**config.mk**
```make
export PLATFORM = sky130hd
export DESIGN_NAME = counter_display
export DESIGN_NICKNAME = d
export VERILOG_FILES = /design/src/rtl/counter_display.sv
export SDC_FILE = /design/constraint.sdc
export NUM_CORES = 1
export LEC_CHECK = 0
export CAP_MARGIN = 40
export CORE_ASPECT_RATIO = 1.1
export CORE_MARGIN = 1
export CORE_UTILIZATION = 52
export DETAILED_ROUTE_END_ITERATION = 16
export HOLD_SLACK_MARGIN = 0.06
export PLACE_DENSITY = 0.77
export SYNTH_ARGS = -nofsm -noshare
export SYNTH_HDL_FRONTEND = slang
export SYNTH_SLANG_ARGS = --single-unit
```
**constraint.sdc**
```tcl
create_clock -name CLK -period 3.46 [get_ports CLK]
set_input_delay 0.692 -clock CLK [delete_from_list [all_inputs] [get_ports CLK]]
set_output_delay 0.692 -clock CLK [all_outputs]
set_load 0.005 [all_outputs]
```
**src/rtl/counter_display.sv**
```systemverilog
// counter_display: multi-digit up/down hex/BCD counter driving a multiplexed 7-segment display
// Ports:
//   CLK            system clock, all logic on posedge
//   RST_N          synchronous active-low reset
//   EN, UP_DN      count enable (sampled on step tick) and direction (1 = up)
//   BCD            1 = decimal digits 0-9, 0 = hex
//   LOAD, LOAD_VAL synchronous load strobe and value (wins over a step)
//   DP_MASK        decimal point per digit, 1 = lit
//   VALUE          current count, nibble k = digit k
//   WRAP           one-cycle pulse after a step that wraps around
//   DS_EN          active-low one-hot digit enables, blanked for one cycle per digit change
//   SEG            {A,B,C,D,E,F,G,DP}, active-high
// Build option: COUNTER_DISPLAY_LZB_EN enables leading-zero blanking.
module counter_display #(
    parameter int DIGITS      = 4,
    parameter int SCAN_PERIOD = 65536,
    parameter int STEP_PERIOD = 33554432
) (
    input  logic                CLK,
    input  logic                RST_N,
    input  logic                EN,
    input  logic                UP_DN,
    input  logic                BCD,
    input  logic                LOAD,
    input  logic [4*DIGITS-1:0] LOAD_VAL,
    input  logic [DIGITS-1:0]   DP_MASK,
    output logic [4*DIGITS-1:0] VALUE,
    output logic                WRAP,
    output logic [DIGITS-1:0]   DS_EN,
    output logic [7:0]          SEG
);
    localparam int W  = 4 * DIGITS;
    localparam int SW = $clog2(STEP_PERIOD);
    localparam int CW = $clog2(SCAN_PERIOD);
    localparam int IW = DIGITS > 1 ? $clog2(DIGITS) : 1;
    localparam logic [6:0] GLYPH [16] = '{
        7'h7E, 7'h30, 7'h6D, 7'h79, 7'h33, 7'h5B, 7'h5F, 7'h70,
        7'h7F, 7'h7B, 7'h77, 7'h1F, 7'h4E, 7'h3D, 7'h4F, 7'h47
    };

    logic [SW-1:0] step_cnt;
    logic [CW-1:0] scan_cnt;
    logic [IW-1:0] idx, idx_nxt;
    logic          step_tick, scan_tick, carry, blank;
    logic [W-1:0]  stepped, loaded;
    logic [3:0]    nib, d;

    assign step_tick = step_cnt == SW'(STEP_PERIOD - 1);
    assign scan_tick = scan_cnt == CW'(SCAN_PERIOD - 1);
    // The display register is loaded with the digit that will be current next cycle,
    // so SEG already shows the new digit during the blank cycle.
    assign idx_nxt = !scan_tick ? idx : idx == IW'(DIGITS - 1) ? '0 : idx + IW'(1);
    assign nib = VALUE[4*idx_nxt +: 4];

    always_comb begin
        stepped = VALUE;
        loaded  = LOAD_VAL;
        carry   = 1'b1;
        d       = '0;
        if (BCD) begin
            // Ripple carry/borrow digit by digit; carry ends high only on wrap-around.
            for (int k = 0; k < DIGITS; k++) begin
                d = VALUE[4*k +: 4];
                if (carry) begin
                    stepped[4*k +: 4] = UP_DN ? (d >= 4'd9 ? 4'd0 : d + 4'd1)
                                              : (d == 4'd0 ? 4'd9 : d > 4'd9 ? 4'd8 : d - 4'd1);
                    carry = UP_DN ? d >= 4'd9 : d == 4'd0;
                end
                loaded[4*k +: 4] = LOAD_VAL[4*k +: 4] > 4'd9 ? 4'd9 : LOAD_VAL[4*k +: 4];
            end
        end else begin
            stepped = UP_DN ? VALUE + W'(1) : VALUE - W'(1);
            carry   = UP_DN ? &VALUE : ~|VALUE;
        end
    end

`ifdef COUNTER_DISPLAY_LZB_EN
    logic [DIGITS-1:0] lz;
    logic              zero;

    // lz[k] is set when digit k and every digit above it are zero.
    always_comb begin
        zero = 1'b1;
        lz   = '0;
        for (int k = DIGITS - 1; k >= 0; k--) begin
            zero  = zero && VALUE[4*k +: 4] == 4'd0;
            lz[k] = zero;
        end
    end

    assign blank = idx_nxt != '0 && lz[idx_nxt];
`else
    assign blank = 1'b0;
`endif

    always_ff @(posedge CLK) begin
        if (!RST_N) begin
            step_cnt <= '0;
            scan_cnt <= '0;
            idx      <= '0;
            VALUE    <= '0;
            WRAP     <= 1'b0;
            DS_EN    <= '1;
            SEG      <= '0;
        end else begin
            step_cnt <= step_tick ? '0 : step_cnt + SW'(1);
            scan_cnt <= scan_tick ? '0 : scan_cnt + CW'(1);
            idx      <= idx_nxt;
            VALUE    <= LOAD ? loaded : (step_tick && EN) ? stepped : VALUE;
            WRAP     <= !LOAD && step_tick && EN && carry;
            DS_EN    <= scan_tick ? '1 : ~(DIGITS'(1) << idx_nxt);
            SEG      <= {blank ? 7'd0 : GLYPH[nib], DP_MASK[idx_nxt]};
        end
    end
endmodule

```
==> results of run 1 <==
==> logic make-up (layout without fill, tap and decap cells) <==
family / after synthesis / after routing
mux: 10 / 10
compound gates: 182 / 182
xor+xnor: 50 / 50
flops: 72 / 72
simple gates: 232 / 232
buf+inv: 64 / 133
fa+ha+maj: 39 / 39
==> sequential cells by signal (all words and copies together) (netlist names) <==
| signal | flops |
|---|---|
| step_cnt | 25 |
| VALUE | 16 |
| scan_cnt | 16 |
| SEG | 8 |
| DS_EN | 4 |
| idx | 2 |
| WRAP | 1 |
==> placed cells by master, fill, tap and decap left out, types with 4 or more instances in the layout <==
cell,synthesis,routed
o21bai_1,4,4
ha_1,38,38
o21a_1,5,5
nand2_1,43,43
a21oi_1,58,58
xnor2_1,31,31
nor3b_1,5,5
o221ai_1,4,4
clkdlybuf4s50_1,0,54
dfxtp_1,72,72
nand2b_1,9,9
nand3_1,31,31
o211ai_1,12,12
nor4_1,6,6
o21ai_0,36,36
xor2_1,19,19
clkbuf_8,0,9
nor2b_1,8,8
and2_1,9,9
and3_1,9,9
nand4_1,8,8
o31ai_1,8,8
nor2_1,71,71
nor3_1,10,10
a211oi_1,4,4
and4_1,6,6
buf_4,2,31
a221oi_1,7,7
a21o_1,10,10
inv_1,31,31
==> power groups by stage <==
stage	registers (W)	clock network [W]	logic, W
2_1_floorplan	0.000905	0	0.000374
3_3_place_gp	0.000925	0	0.000550
3_5_place_dp	0.000927	0	0.000564
4_1_cts	0.000908	0.000775	0.000569
5_1_grt	0.000915	0.000819	0.000632
6_report	0.000910	0.000768	0.000575
==> per-stage QoR <==
step                      utilization  cell area (sq um)
final                          0.6501               6200
after CTS                      0.6501               6200
after global routing           0.6501               6200
after detailed placement       0.6271               5981
after global placement         0.6271               5981
after floorplan                     -               5189
==> metal layers <==
layer / GRT usage / share of wire / wire length [microns]
met2: 0.4618 / 0.46 / 6557
met3: 0.07366 / 0.081 / 1145
met4: 0.08824 / 0.016 / 229
met5: 0 / 0 / 0
met1: 0.3450 / 0.44 / 6191
==> cell type report <==
cell class / instances / area, sq um / share of cell area
well taps: 117 / 146.4 / 0.02361
inverters: 32 / 121.4 / 0.01958
repair buffers: 85 / 773.2 / 0.1247
clock buffers: 10 / 127.6 / 0.02059
flip-flops and latches: 72 / 1441 / 0.2325
clock inverters: 6 / 91.34 / 0.01473
multi-input cells: 513 / 3498 / 0.5643
==> how the worst max path moves through the flow <==
stage | to | slack [ns] | cells past startpoint
after floorplan | VALUE[14]$_SDFFE_PN0P_ | 0.13 | 9
after global placement | VALUE[14]$_SDFFE_PN0P_ | 0.02 | 9
after detailed placement | VALUE[14]$_SDFFE_PN0P_ | -0.002 | 9
after CTS | SEG[4]$_SDFF_PN0_ | 0.26 | 9
after global routing | SEG[4]$_SDFF_PN0_ | 0.12 | 9
final | SEG[4]$_SDFF_PN0_ | 0.26 | 9
==> flow_metrics.env, run 1 <==
export IMPL_synth_top_family_by_area="compound AO/OA/AOI/OAI gates"
export IMPL_period_share=0.9260
export IMPL_grt_max_degree=35
export IMPL_combPwrFrac=0.255
export IMPL_ys_ff_latch=72
export IMPL_crit_slowest_cell="mux4_1"
export IMPL_initialDrtViolationCount=294
export IMPL_grt_overflow_total=0
export IMPL_gp_congestion=0.9543
export IMPL_critPathLaunch="scan_cnt[0]$_SDFF_PP0_"
export IMPL_total_power_w=0.002252
export IMPL_antenna_found_initial=0
export IMPL_synthesis_area_sq_mm=0.005187
export IMPL_cp_data_required_time_ns=3.66
export IMPL_drc=0
export IMPL_critPathKind="reg -> reg"
export IMPL_max_stage_delay_ns=0.74
export IMPL_regToRegEndpoint="SEG[4]$_SDFF_PN0_"
export IMPL_synthCells=649
export IMPL_pwr_share_seq=0.404
export IMPL_synth_area_mux_share=0.03521
export IMPL_yosysTopAreaCellShare=0.2779
export IMPL_die_y_microns=106.8
export IMPL_synth_xor_area_share=0.08442
export IMPL_dp_slack_ns=-0.002007
export IMPL_yosys_warnings=0
export IMPL_endpoint_kind="register"
export IMPL_cts_made_buffers=9
export IMPL_p_int_w=0.001545
export IMPL_p_sw_frac=0.3143
export IMPL_power_leakage_nw=2.436
export IMPL_clock_skew_ns=0.008996
export IMPL_rsz0062_at_grt="false"
export IMPL_maxCapViolCount=0
export IMPL_cts_hold_buf=0
export IMPL_synth_area_leader_cell="dfxtp_1"
export IMPL_synth_area_top_cells="dfxtp_1 28%, ha_1 9.2%, a21oi_1 5.6%"
export IMPL_finalSetupTns_ns=0
export IMPL_timing_hold_worst_class="reg -> reg"
export IMPL_num_antenna_cells=0
export IMPL_vias=5146
export IMPL_fill_cells=808
export IMPL_worst_slack_ns=0.2560
export IMPL_vdd_drop_max_v=0.0002176
export IMPL_floorplan_die_area_sq_mm=0.01038
export IMPL_cts_sinks=72
export IMPL_worstSkewPairLatency_ns=0.35
export IMPL_clk_pin_slew_ns=0.08
export IMPL_initial_utilization=0.5440
export IMPL_stdcell_count=835
export IMPL_syn_area_per_cell_sq_um=7.993
export IMPL_num_rows=37
export IMPL_hpwlAfterDp_microns=10180
export IMPL_cts_tree="done"
export IMPL_setup_viol=0
export IMPL_hold_depth=1
export IMPL_synth_compound_area_frac=0.2301
export IMPL_finalCriticalPeriod_ns=3.204
export IMPL_critPathArrivalTime_ns=3.41
export IMPL_r2r_start="scan_cnt[0]$_SDFF_PP0_"
export IMPL_dr_pass1_iters=5
export IMPL_viasPerCell=6.163
export IMPL_min_from="scan_cnt[0]$_SDFF_PP0_"
export IMPL_synthAdderAreaFrac=0.09551
export IMPL_cts_buffer_depth=2
export IMPL_wirelength_microns=14120
export IMPL_worstMarginPinSlew_ns=0.8785
export IMPL_pin_count=55
export IMPL_cp_max_fo=7
export IMPL_finalHoldViolCount=0
export IMPL_synth_simple_area_share=0.2291
export IMPL_htree_levels=3
export IMPL_grt_use_total=0.2754
export IMPL_grt_pass1_wl_microns=23430
export IMPL_ys_flop_type="dfxtp_1"
export IMPL_synth_fp_nets=714
export IMPL_nNetsFinal=778
export IMPL_syn_to_final_growth_pct=19.51
export IMPL_reg2regPathDepth=9
export IMPL_max_clock_freq_mhz=312.1
export IMPL_drive_gt1_frac=0.08774
export IMPL_root_buffer="clkbuf_8"
export IMPL_p_clk_frac=0.341
export IMPL_routedWlPerCell_microns=16.91
export IMPL_path_cells="ha_1, nand3_1, nor4_4, mux2i_2, mux4_1, ha_1, mux2_2, nand2_1, a21oi_1"
export IMPL_coreArea_sq_mm=0.009537
export IMPL_grt_pass1_vias=4861
export IMPL_path_delay_family="multiplexers"
export IMPL_hold_slack_ns=0.4590
export IMPL_holdPathEnd="scan_cnt[0]$_SDFF_PP0_"
export IMPL_cts_resized_gates=0
export IMPL_cts_setup_buffers=0
export IMPL_rrSetupSlack_ns=0.26
export IMPL_ys_top_cells_by_count="72 x dfxtp_1, 71 x nor2_1, 58 x a21oi_1, 43 x nand2_1, 38 x ha_1"
export IMPL_synthArstFlopShare=0
export IMPL_dp_cells=819
export IMPL_antenna_left=0
export IMPL_critical_path_buf_inv_count=0
export IMPL_synth_edff_count=0
export IMPL_power_density_mw_per_mm2=363.3
export IMPL_port_buffers=54
export IMPL_cp_common_cell="ha_1"
export IMPL_slew_viol_final=0
export IMPL_power_switching_w=0.0007078
export IMPL_status="complete, no violations"
export IMPL_worst_setup_path_start_kind="register"
export IMPL_synth_cell_type_count=68
export IMPL_max_slew_margin_rel=0.4137
export IMPL_synthMostInstantiatedCell="dfxtp_1"
export IMPL_yosysSeqAreaShare=0.2779
export IMPL_die_width_microns=97.23
Power figures use the tool's default switching activity.
==> run 2, diff against run 1 <==
SKIP_LAST_GASP = 1   (was not set)
==> results of run 2 <==
No change in the layout: final DEF, timing and power equal those of run 1.
==> run 3, diff against run 2 <==
ABC_AREA = 1   (was not set)
CORE_UTILIZATION = 53   (was 52)
PLACE_DENSITY = 0.78   (was 0.77)
==> run 3 against run 2 <==
Against the previous run: clock-buffer cell count rose by 1; clock skew rose by 0.0019 ns; die area rose by 4.0%; synthesized area rose by 6.1%; cell area rose by 3.3%; synthesized cell count rose by 25%; sequential power fell by 0.5%; critical path type is now in -> reg; core utilization fell by 0.89 points; combinational power rose by 5.0%; sequential cell count did not move; worst hold slack got worse by 0.0054 ns; via count rose by 6.7%.
==> flow_metrics.env, run 3 <==
export IMPL_synth_simple_area_share=0.3752
export IMPL_gp_congestion=0.9489
export IMPL_setup_viol=0
export IMPL_power_leakage_nw=2.889
export IMPL_finalSetupTns_ns=0
export IMPL_slew_viol_final=0
export IMPL_port_buffers=54
export IMPL_num_antenna_cells=0
export IMPL_syn_to_final_growth_pct=16.35
export IMPL_die_y_microns=108.9
export IMPL_ys_ff_latch=72
export IMPL_status="complete, no violations"
export IMPL_largestRegisters="step_cnt (25), VALUE (16), scan_cnt (16)"
export IMPL_cp_common_cell="a21oi_1"
export IMPL_finalCriticalPeriod_ns=2.693
export IMPL_die_width_microns=99.16
export IMPL_max_clock_freq_mhz=371.3
export IMPL_synth_edff_count=0
export IMPL_crit_slowest_cell="clkdlybuf4s50_1"
export IMPL_viasPerCell=5.518
export IMPL_worstMarginPinSlew_ns=0.7351
export IMPL_p_int_w=0.001463
export IMPL_yosys_warnings=0
export IMPL_yosysSeqAreaShare=0.2619
export IMPL_critPathKind="in -> reg"
export IMPL_endpoint_kind="register"
export IMPL_coreArea_sq_mm=0.009985
export IMPL_max_stage_delay_ns=0.49
export IMPL_power_switching_w=0.0007312
export IMPL_rsz0062_at_grt="false"
export IMPL_wirelength_microns=14190
export IMPL_synth_area_mux_share=0
export IMPL_root_buffer="clkbuf_8"
export IMPL_grt_pass1_wl_microns=23750
export IMPL_finalHoldViolCount=0
export IMPL_critical_path_buf_inv_count=3
export IMPL_initialDrtViolationCount=346
export IMPL_clock_skew_ns=0.01094
export IMPL_grt_pass1_vias=5246
export IMPL_vias=5490
export IMPL_largest_reg_flops=25
export IMPL_grt_max_degree=25
export IMPL_drive_gt1_frac=0.1109
export IMPL_max_slew_margin_rel=0.5094
export IMPL_synthArstFlopShare=0
export IMPL_htree_levels=3
export IMPL_path_delay_family="compound AO/OA/AOI/OAI gates"
export IMPL_syn_area_per_cell_sq_um=6.785
export IMPL_grt_overflow_total=0
export IMPL_cts_resized_gates=0
export IMPL_synth_area_leader_cell="dfxtp_1"
export IMPL_power_density_mw_per_mm2=342.7
export IMPL_regMostFlops="step_cnt"
export IMPL_p_sw_frac=0.3333
export IMPL_ys_flop_type="dfxtp_1"
export IMPL_critPathArrivalTime_ns=2.94
export IMPL_pin_count=55
export IMPL_nNetsFinal=935
export IMPL_period_share=0.7783
export IMPL_synth_top_family_by_area="simple AND/OR/NAND/NOR gates"
export IMPL_num_rows=38
export IMPL_antenna_left=0
export IMPL_hold_slack_ns=0.4536
export IMPL_maxCapViolCount=0
export IMPL_floorplan_die_area_sq_mm=0.01080
export IMPL_initial_utilization=0.5511
export IMPL_synthesis_area_sq_mm=0.005503
export IMPL_final_cell_mix="171 x nand2_1, 92 x nor2_1, 80 x inv_1"
export IMPL_total_power_w=0.002194
export IMPL_cts_tree="done"
export IMPL_clk_pin_slew_ns=0.08
export IMPL_synth_compound_area_frac=0.1364
export IMPL_cts_made_buffers=9
export IMPL_cp_data_required_time_ns=3.71
export IMPL_routedWlPerCell_microns=14.26
export IMPL_yosysTopAreaCellShare=0.2619
export IMPL_synthAdderAreaFrac=0.09004
export IMPL_antenna_found_initial=0
export IMPL_hpwlAfterDp_microns=10690
export IMPL_vdd_drop_max_v=0.0002185
export IMPL_cp_max_fo=21
export IMPL_p_clk_frac=0.312
export IMPL_synthCells=811
export IMPL_synth_fp_nets=876
export IMPL_synthMostInstantiatedCell="nand2_1"
export IMPL_combPwrFrac=0.275
export IMPL_path_cells="clkdlybuf4s50_1, clkinv_1, buf_12, ha_1, a21oi_1, o21a_1, a21boi_0, a21oi_1, o21ai_0, nand2_1, nand2_1, a21oi_1"
export IMPL_synth_area_top_cells="dfxtp_1 26%, nand2_1 12%, ha_1 8.6%"
export IMPL_cts_buffer_depth=2
export IMPL_worstSkewPairLatency_ns=0.36
export IMPL_synth_cell_type_count=51
export IMPL_pwr_share_seq=0.412
export IMPL_cts_hold_buf=0
export IMPL_ys_top_cells_by_count="171 x nand2_1, 92 x nor2_1, 80 x inv_1, 72 x dfxtp_1, 71 x nand3_1"
export IMPL_cts_sinks=72
export IMPL_timing_hold_worst_class="reg -> reg"
export IMPL_synth_xor_area_share=0.05889
export IMPL_drc=0
export IMPL_cts_setup_buffers=0
export IMPL_grt_use_total=0.2735
export IMPL_final_common_cell="nand2_1"
export IMPL_worst_setup_path_start_kind="input port"
export IMPL_dr_pass1_iters=7
run 3: cell types whose count changed in the layout (fill, tap and decap cells not counted), moves of 21 or more:
cell / before / now
xnor2_1: 31 / 8
nand3_1: 31 / 71
buf_4: 31 / 6
nor2_1: 71 / 92
inv_1: 31 / 80
nand2_1: 43 / 171
run 3: logic make-up after synthesis:
logic type	count (synthesis)
and+or+nand+nor	425
AOI/OAI and AO/OA	129
DFF	72
buffers and inverters	109
xor gates and xnor gates	37
adders and majority gates	39
run 3: path summary, 6_finish.rpt:
kind	slack, ns	depth (start not counted)	endpoint	startpoint
max reg2reg	1.00	12	VALUE[12]$_SDFFE_PN0P_	VALUE[0]$_SDFFE_PN0P_
min reg2reg	0.45	1	scan_cnt[0]$_SDFF_PP0_	scan_cnt[0]$_SDFF_PP0_
max	0.77	12	VALUE[11]$_SDFFE_PN0P_	UP_DN
min	0.45	1	scan_cnt[0]$_SDFF_PP0_	scan_cnt[0]$_SDFF_PP0_
run 3: power by group through the flow:
stage,Sequential (W),Combinational (W),Clock (W)
floorplan,0.000911,0.000402,0
global placement,0.000922,0.000584,0
detailed placement,0.000923,0.000592,0
CTS,0.000904,0.000597,0.000699
global route,0.000910,0.000675,0.000735
finish,0.000905,0.000604,0.000685
run 3: layout make-up:
| type | count | area (sq um) |
|---|---|---|
| clock buffers | 11 | 141.4 |
| clock inverters | 5 | 56.30 |
| fillers | 900 | 3582 |
| inverters | 96 | 372.9 |
| multi-input cells | 630 | 3635 |
| flip-flops and latches | 72 | 1441 |
| well taps | 120 | 150.1 |
| repair buffers | 61 | 605.6 |
run 3: layer usage:
metal,up-vias,global-route usage,routed length (microns)
li1,2780,-,-
met1,2523,0.3316,6243
met2,156,0.4855,7003
met3,31,0.03654,569
met4,0,0.1208,370
met5,-,0,0
run 3: per-stage QoR:
stage               std cells  setup slack, ns  area, sq um    util
CTS                       995           0.7981         6402  0.6412
floorplan                 811           0.7112         5503       -
global route              995           0.5523         6402  0.6412
finish                    995           0.7670         6402  0.6412
global placement          979           0.4645         6205  0.6214
detailed placement        979           0.4215         6205  0.6214
